==> config.mk <==
export PLATFORM = sky130hd
export DESIGN_NAME = imm_gen_pipe
export DESIGN_NICKNAME = d
export VERILOG_FILES = /design/src/rtl/imm_pkg.sv /design/src/rtl/imm_expand.sv /design/src/rtl/imm_gen_pipe.sv
export SDC_FILE = /design/constraint.sdc
export NUM_CORES = 1
export LEC_CHECK = 0
export ABC_AREA = 1
export CAP_MARGIN = 20
export CORE_MARGIN = 2
export CORE_UTILIZATION = 44
export CTS_CLUSTER_SIZE = 20
export DETAILED_ROUTE_END_ITERATION = 8
export PLACE_DENSITY = 0.68
export SYNTH_ARGS = -nofsm -noshare
export SYNTH_HDL_FRONTEND = slang
export SYNTH_SLANG_ARGS = --single-unit
==> constraint.sdc <==
create_clock -name clk -period 3.2 [get_ports clk]
set_input_delay 0.32 -clock clk [delete_from_list [all_inputs] [get_ports clk]]
set_output_delay 0.32 -clock clk [all_outputs]
set_load 0.05 [all_outputs]
==> src/rtl/imm_pkg.sv <==
// Shared constants for the immediate generator: format selects, default select
// width and the occupancy state encoding of the output buffer.
package imm_pkg;

  localparam int SEL_W_DEF = 3;

  localparam logic [2:0] IMM_I = 3'd0;
  localparam logic [2:0] IMM_S = 3'd1;
  localparam logic [2:0] IMM_B = 3'd2;
  localparam logic [2:0] IMM_U = 3'd3;
  localparam logic [2:0] IMM_J = 3'd4;
  localparam logic [2:0] IMM_Z = 3'd5;

  typedef enum logic [1:0] {
    EMPTY = 2'd0,
    ONE   = 2'd1,
    TWO   = 2'd2
  } occ_e;

endpackage

==> src/rtl/imm_expand.sv <==
// Combinational immediate expansion: raw instruction word plus format select in,
// XLEN-wide immediate and unsupported-select flag out.
module imm_expand
  import imm_pkg::*;
#(
  parameter int XLEN  = 32,
  parameter int SEL_W = SEL_W_DEF
) (
  input  logic [31:0]      inst_i,
  input  logic [SEL_W-1:0] sel_i,
  output logic [XLEN-1:0]  imm_o,
  output logic             illegal_o
);

  logic [31:0] imm32;

  // NOTE: every always_comb output gets a default first; a path that skips an
  // assignment would otherwise infer a latch.
  always_comb begin
    imm32     = '0;
    illegal_o = 1'b0;
    case (sel_i)
      SEL_W'(IMM_I): imm32 = {{20{inst_i[31]}}, inst_i[31:20]};
      SEL_W'(IMM_S): imm32 = {{20{inst_i[31]}}, inst_i[31:25], inst_i[11:7]};
      SEL_W'(IMM_B): imm32 = {{20{inst_i[31]}}, inst_i[7], inst_i[30:25],
                              inst_i[11:8], 1'b0};
      SEL_W'(IMM_U): imm32 = {inst_i[31:12], 12'b0};
      SEL_W'(IMM_J): imm32 = {{12{inst_i[31]}}, inst_i[19:12], inst_i[20],
                              inst_i[30:21], 1'b0};
      SEL_W'(IMM_Z): imm32 = {27'b0, inst_i[19:15]};
      default:       illegal_o = 1'b1;
    endcase
  end

  // Every 32-bit form already carries its sign in bit 31 (Z has it clear), so a
  // signed widening covers both XLEN=32 and XLEN=64 including U on RV64.
  assign imm_o = XLEN'($signed(imm32));

endmodule

==> src/rtl/imm_gen_pipe.sv <==
// Registered immediate generator between decode and execute: expands the
// immediate, adds it to the PC and buffers up to two entries behind valid/ready.
module imm_gen_pipe
  import imm_pkg::*;
#(
  parameter int XLEN  = 32,
  parameter int SEL_W = SEL_W_DEF
) (
  input  logic             clk,
  input  logic             rst_n,
  input  logic             flush,
  input  logic             in_valid,
  output logic             in_ready,
  input  logic [31:0]      in_inst,
  input  logic [SEL_W-1:0] in_sel,
  input  logic [XLEN-1:0]  in_pc,
  output logic             out_valid,
  input  logic             out_ready,
  output logic [XLEN-1:0]  out_imm,
  output logic [XLEN-1:0]  out_tgt,
  output logic [SEL_W-1:0] out_sel,
  output logic             out_illegal
);

  typedef struct packed {
    logic             illegal;
    logic [SEL_W-1:0] sel;
    logic [XLEN-1:0]  tgt;
    logic [XLEN-1:0]  imm;
  } entry_t;

  logic [XLEN-1:0] exp_imm;
  logic            exp_illegal;
  entry_t          in_entry;
  entry_t          main_q, main_d, skid_q, skid_d;
  occ_e            state_q, state_d;
  logic            out_valid_q, in_ready_q;
  logic            accept, drain;

  imm_expand #(.XLEN(XLEN), .SEL_W(SEL_W)) u_expand (
    .inst_i    (in_inst),
    .sel_i     (in_sel),
    .imm_o     (exp_imm),
    .illegal_o (exp_illegal)
  );

  assign in_entry = '{illegal: exp_illegal, sel: in_sel,
                      tgt: in_pc + exp_imm, imm: exp_imm};

  assign accept = in_valid && in_ready_q;
  assign drain  = out_valid_q && out_ready;

  // main_q always holds the oldest entry; skid_q catches the one that arrives
  // while main_q is stalled, so FIFO order falls out of skid->main promotion.
  always_comb begin
    state_d = state_q;
    main_d  = main_q;
    skid_d  = skid_q;
    if (flush) begin
      state_d = EMPTY;
    end else begin
      case (state_q)
        EMPTY: if (accept) begin
          main_d  = in_entry;
          state_d = ONE;
        end
        ONE: begin
          if (accept && !drain) begin
            skid_d  = in_entry;
            state_d = TWO;
          end else if (accept && drain) begin
            main_d  = in_entry;
          end else if (drain) begin
            state_d = EMPTY;
          end
        end
        TWO: if (drain) begin
          main_d  = skid_q;
          state_d = ONE;
        end
        default: state_d = EMPTY;
      endcase
    end
  end

  // NOTE: the payload registers are reset as well because out_* must read zero
  // after reset; sequential state is only ever assigned with <=.
  always_ff @(posedge clk) begin
    if (!rst_n) begin
      state_q     <= EMPTY;
      main_q      <= '0;
      skid_q      <= '0;
      out_valid_q <= 1'b0;
      in_ready_q  <= 1'b0;
    end else begin
      state_q     <= state_d;
      main_q      <= main_d;
      skid_q      <= skid_d;
      out_valid_q <= (state_d != EMPTY);
      in_ready_q  <= (state_d != TWO);
    end
  end

  assign in_ready    = in_ready_q;
  assign out_valid   = out_valid_q;
  assign out_imm     = main_q.imm;
  assign out_tgt     = main_q.tgt;
  assign out_sel     = main_q.sel;
  assign out_illegal = main_q.illegal;

endmodule
After elaboration in Yosys (flattened, before gate mapping)
Cells that the tools add are included.
Widths: inputs -> output; s select.
- register bits after elaboration: 140
- bits of input ports: 72
- output and inout port bits: 70
- $add $sub $neg: 1
- equal/unequal tests: 12
- multiplexer cells: 14
- bitwise operators: 1
- reduce and logical (&&, ||, !) cells: 12
- operators with widths (operator ; number):
    $mux 68 ; 4
    $pmux 68 s3 ; 1
    $pmux 32 s6 ; 1
    $add 32x32->32 ; 1
    $mux 2 ; 6
    $ne 2x2->1 const B ; 5
    $eq 3x2->1 const B ; 2
    $eq 3x3->1 const B ; 2
    $pmux 2 s3 ; 1
    $reduce_and 6->1 ; 1
    $reduce_or 6->1 ; 1
    $logic_and 1x1->1 ; 4
    $eq 3x1->1 const B ; 1
    $logic_not 3->1 ; 1
    $reduce_and 3->1 ; 1
    $reduce_bool 3->1 ; 1
    $eq 2x1->1 const B ; 1
    $eq 2x2->1 const B ; 1
    $logic_not 2->1 ; 1
    $reduce_bool 2->1 ; 1
    $logic_not 1->1 ; 1
    $mux 1 ; 1
    $not 1->1 ; 1

Logic depth before layout (Yosys ltp)
- depth after elaboration: 7
- depth in mapped cells: 24
- mapped depth without buffers: 23

By module
A second synthesis with hierarchy kept.
- cells, all modules: 1368
- area, all modules: 8499.4 µm²
- modules (own cells, without submodules) (module ; instances ; cells an instance ; area each (µm²) ; sequential area each (µm²)):
    imm_gen_pipe ; 1 ; 1237 ; 7862.5 ; 2802.7
    imm_expand ; 1 ; 131 ; 636.9 ; 0.0

Worst setup path before layout
No wires, ideal clock.
- path kind: input -> register
- start: input port in_sel[1]
- end: register skid_q[52] (netlist name)
- arrival: 2.357 ns
- data required time: 3.085 ns
- setup slack: 0.728 ns
- stages: 17
- buffers on the path: 1
- cell sequence: buf_6 > nor2_1 > nand2_1 > o211ai_1 > ha_1 > inv_1 > fa_1 > inv_1 > nand3_1 > nand3_1 > nand3_1 > nand3_1 > nand2_1 > nand3_1 > nand2_1 > o21ai_0 > inv_1
- word-level cells in the longest chain between the ends: 3
- elaborated cells between the ends (all ways): 8
- those cells by class: 1 x add/sub; 5 x eq/ne; 1 x mux; 1 x reduce/logical
- RTL lines (element ; RTL line ; RTL):
    start: declaration ; imm_gen_pipe.sv:15 ; input logic [SEL_W-1:0] in_sel,
    $eq 3x3->1 (tied with other cells) ; imm_expand.sv:22 ; case (sel_i)
    $pmux 32 s6 * ; imm_expand.sv:22 ;
    net exp_imm[0] ; imm_gen_pipe.sv:32 ; logic [XLEN-1:0] exp_imm;
    $add 32x32->32 * ; imm_gen_pipe.sv:48 ; tgt: in_pc + exp_imm, imm: exp_imm};
    end signal: assignment ; imm_gen_pipe.sv:98 ; skid_q <= skid_d;
    end: declaration ; imm_gen_pipe.sv:35 ; entry_t main_q, main_d, skid_q, skid_d;
Mark *: on every way through the listed nets, which the timed path passes. The rest lies on a longest branch.
A chain may end at the register's enable or synchronous reset.

Worst setup path in the final report
- start: input port in_sel[0]
- end: register main_q (netlist bit out_tgt[16])
- word-level cells in the longest chain between the ends: 6
- elaborated cells between the ends (all ways): 12
- those cells by class: 1 x add/sub; 5 x eq/ne; 5 x mux; 1 x reduce/logical
- RTL lines (element ; RTL line ; RTL):
    $eq 3x3->1 (tied with other cells) ; imm_expand.sv:22 ;
    $pmux 32 s6 * ; imm_expand.sv:22 ;
    net exp_imm[0] ; imm_gen_pipe.sv:32 ;
    $add 32x32->32 * ; imm_gen_pipe.sv:48 ;
    $mux 68 ; imm_gen_pipe.sv:71 ; end else if (accept && drain) begin
    $mux 68 ; imm_gen_pipe.sv:68 ; if (accept && !drain) begin
    $pmux 68 s3 * ; imm_gen_pipe.sv:62 ; case (state_q)
    end signal: assignment ; imm_gen_pipe.sv:97 ; main_q <= main_d;
    end: declaration ; imm_gen_pipe.sv:35 ;
Mark *: on every way through the listed nets, which the timed path passes. The rest lies on a longest branch. The select of a mux whose other input is x is not followed.

==> results.toml <==
[status]
status = "finished clean"

[routing]
via_count = 8929
via_per_inst = 5.06
wire_per_inst_um = 15.3
dr.pass1.iters = 5
drc = 0
wl_mm = 27.0
ant_nets = 0
drt_iter0_markers = 777

[clock_tree]
cts_hold_buf = 0
clock-sinks = 140
cts_setup_buffers = 0
cts_tree = "yes"
clock_path_buffers = 2
cts_buffers = 17
ctsResizeCount = 0
cts_root_buf = "clkbuf_16"
clock_latency_ns = 0.42
htreeDepth = 4
clk_pin_slew_ns = 0.06

[job]
maxCapViolations = 0

[global_routing]
grt_overflow = 0
grt_max_degree = 100
antenna_found_initial = 0
grt.total_usage_pct = 27.1
grt_pass1_wl_mm = 42.9
grt_pass1_vias = 8264

[yosys]
ys_ff_latch = 140
synth_nets = 1430
synth_area_leader_cell = "dfxtp_1"
synth-async-reset-ratio_pct = 0
syn_area_mm2 = 0.00832
synth_cells = 1326
ys_warn_count = 0
synth_top_area_share_pct = 33.7
avgSynthCellArea_um2 = 6.27
synth_most_common_cell = "nand2_1"
yosysSeqAreaShare_pct = 33.7
synth_cell_types = 37
synth.top_cells.by_count = "351 x nand2_1, 182 x inv_1, 156 x nor2_1, 146 x a21oi_1, 140 x dfxtp_1"
synth_edf_count = 0
synth_area_leaders = "dfxtp_1 34%, nand2_1 16%, a21oi_1 8.8%"
ys.flop_type = "dfxtp_1"

[placed_design]
hpwl_mm = 19.2
globalplace.congestion = 0.955
postPlaceCellArea_mm2 = 0.0104
dp_slack_ns = -0.127
numPortBuffers = 134
placedCellCount = 1732

[floorplan]
fp-row-count = 50
start_util_pct = 44.6
dieArea_mm2 = 0.0200
core_area_mm2 = 0.0186
die_height_um = 141
die_w_um = 141
io_pins = 142

[power]
p_int_mw = 3.53
leakagePower_nw = 5.69
powerDensity_mw_per_mm2 = 478
power_frac_clock_pct = 38.7
p_seq_share_pct = 34.9
peakVddDrop_uv = 485
swShare_pct = 32.8
power.switching_mw = 1.72
share_comb_of_total_power_pct = 26.3

[layout]
diodes = 0
final_cells = 1764
area_delta_synth_final_pct = 32.2
final_area_mm2 = 0.0110
fin_nets = 1621
layout-drive-gt1-share_pct = 10.1

[timing]
worst_pin_slew_ns = 0.924
tns_ns = 0
setup_slack_ns = 0.263
slew_violations = 0
relSlewSlack_pct = 38.4
hold_viol = 0
period_needed_ns = 2.94
rsz0062_at_grt = "no"
min_period_over_period_pct = 91.8
finClkSkew_ns = 0.00749
whs_ns = 0.465
setup_viol_count_final = 0
fmax_mhz = 340

[critical_path]
critPathLaunchType = "primary input"
rr_worst_depth = 9
path_max_fanout = 4
reg2reg_slack_ns = 1.43
r2r-start = "state_q[0]"
crit_path_frequent_cell = "nand2_1"
rr_endpoint = "out_imm[6]"
arrival_ns = 3.29
cpPeakStageDelay_ns = 0.54
slowest_stage = "clkdlybuf4s50_1"
crit_required_ns = 3.55
path_cells = "clkdlybuf4s50_1, inv_1, nor2_1, nand2_1, o211ai_1, ha_1, inv_1, fa_1, inv_1, nand3_1, nand3_1, nand2_1, nand2_1, nand2_1, nand2_1, xor2_1, nand2_1, a21oi_1"
crit_type = "in -> reg"
crit_path_end_kind = "flip-flop"

[worst_hold_path]
min_path_cells = 2
min_from = "out_imm[10]"
hold_end = "out_imm[10]"
worst_hold_path_type = "reg -> reg"
-- routing by layer --
layer	part of all wire [%]	vias to the layer above	global-route usage, %
met5	0	-	0
met4	2.3	0	8.05
met3	6.4	38	4.69
li1	-	4589	-
met1	46	3995	36.9
met2	46	307	44.3
-- critical path, delay by kind of cell --
kind                       cells  cell delay, ns
and+or+nand+nor                9            0.82
buffers and inverters          4            0.79
adders and majority gates      2            0.64
AOI/OAI and AO/OA              2            0.44
xor gates and xnor gates       1            0.25
-- power groups by stage --
stage                     logic (mW)  registers, mW  clock network, mW
after floorplan                0.656           2.03                  0
after global placement          1.36           1.87                  0
after detailed placement        1.37           1.87                  0
after CTS                       1.38           1.83               2.04
after global routing            1.51           1.84               2.13
final                           1.38           1.83               2.03
-- area by class of cell --
cell class                      count  area, um2
Tap cell                          234        293
Clock inverter                     13        151
Multi-Input combinational cell    934       4480
Clock buffer                       19        443
Inverter                          191        722
Sequential cell                   140       2800
Fill cell                        1865       7650
Timing Repair Buffer              233       2100
-- worst max path at each step --
stage,startpoint,end,slack (ns),cells past startpoint
after floorplan,in_sel[1],skid_q[52],0.73,17
after global placement,in_sel[0],skid_q[52],-0.04,18
after detailed placement,in_sel[0],out_tgt[16],-0.13,18
after CTS,in_sel[0],out_tgt[16],0.28,18
after global routing,in_sel[0],out_tgt[16],0.09,18
final,in_sel[0],out_tgt[16],0.26,18
-- per-stage QoR --
| stage | total power, mW | util [%] |
|---|---|---|
| 2_1_floorplan | 2.69 | - |
| 3_3_place_gp | 3.23 | 55.8 |
| 3_5_place_dp | 3.24 | 55.8 |
| 4_1_cts | 5.25 | 59.0 |
| 5_1_grt | 5.48 | 59.0 |
| 6_report | 5.25 | 59.0 |
-- cells by family (layout without fill, tap and decap cells) --
group	count (synthesis)	after routing	synth area share (%)
adder cells (fa/ha/maj)	32	32	4.91
AO/OA/AOI/OAI	311	311	19.5
XOR/XNOR	15	15	1.58
flip-flops	140	140	33.7
AND/OR/NAND/NOR	576	576	27.7
buffers and inverters	252	456	12.6
-- cell usage in the layout, fill, tap and decap left out, types with 2 or more instances in the layout --
| cell type | n |
|---|---|
| inv_2 | 8 |
| dfxtp_1 | 140 |
| buf_12 | 2 |
| a21oi_1 | 146 |
| nor2_1 | 156 |
| xnor2_1 | 4 |
| o21ai_0 | 126 |
| nand3_1 | 47 |
| xor2_1 | 11 |
| o21ai_1 | 7 |
| clkbuf_16 | 17 |
| clkdlybuf4s50_1 | 133 |
| nand3b_1 | 3 |
| a21oi_2 | 2 |
| a31oi_1 | 13 |
| nand2_2 | 2 |
| nor3_1 | 3 |
| clkinvlp_4 | 4 |
| inv_6 | 8 |
| inv_1 | 182 |
| buf_4 | 97 |
| o221ai_1 | 3 |
| a21o_1 | 4 |
| nand4_1 | 2 |
| o21bai_1 | 2 |
| nor2_4 | 5 |
| or2_2 | 3 |
| o211ai_1 | 7 |
| nand2_1 | 351 |
| bufinv_16 | 2 |
| ha_1 | 31 |
-- flip-flops by register name (all words and copies together) (netlist names) --
register	count
skid_q	68
out_imm	32
out_tgt	32
out_sel	3
state_q	2
in_ready	1
out_illegal	1
out_valid	1
Note: power is estimated with default switching activity, not from simulation.
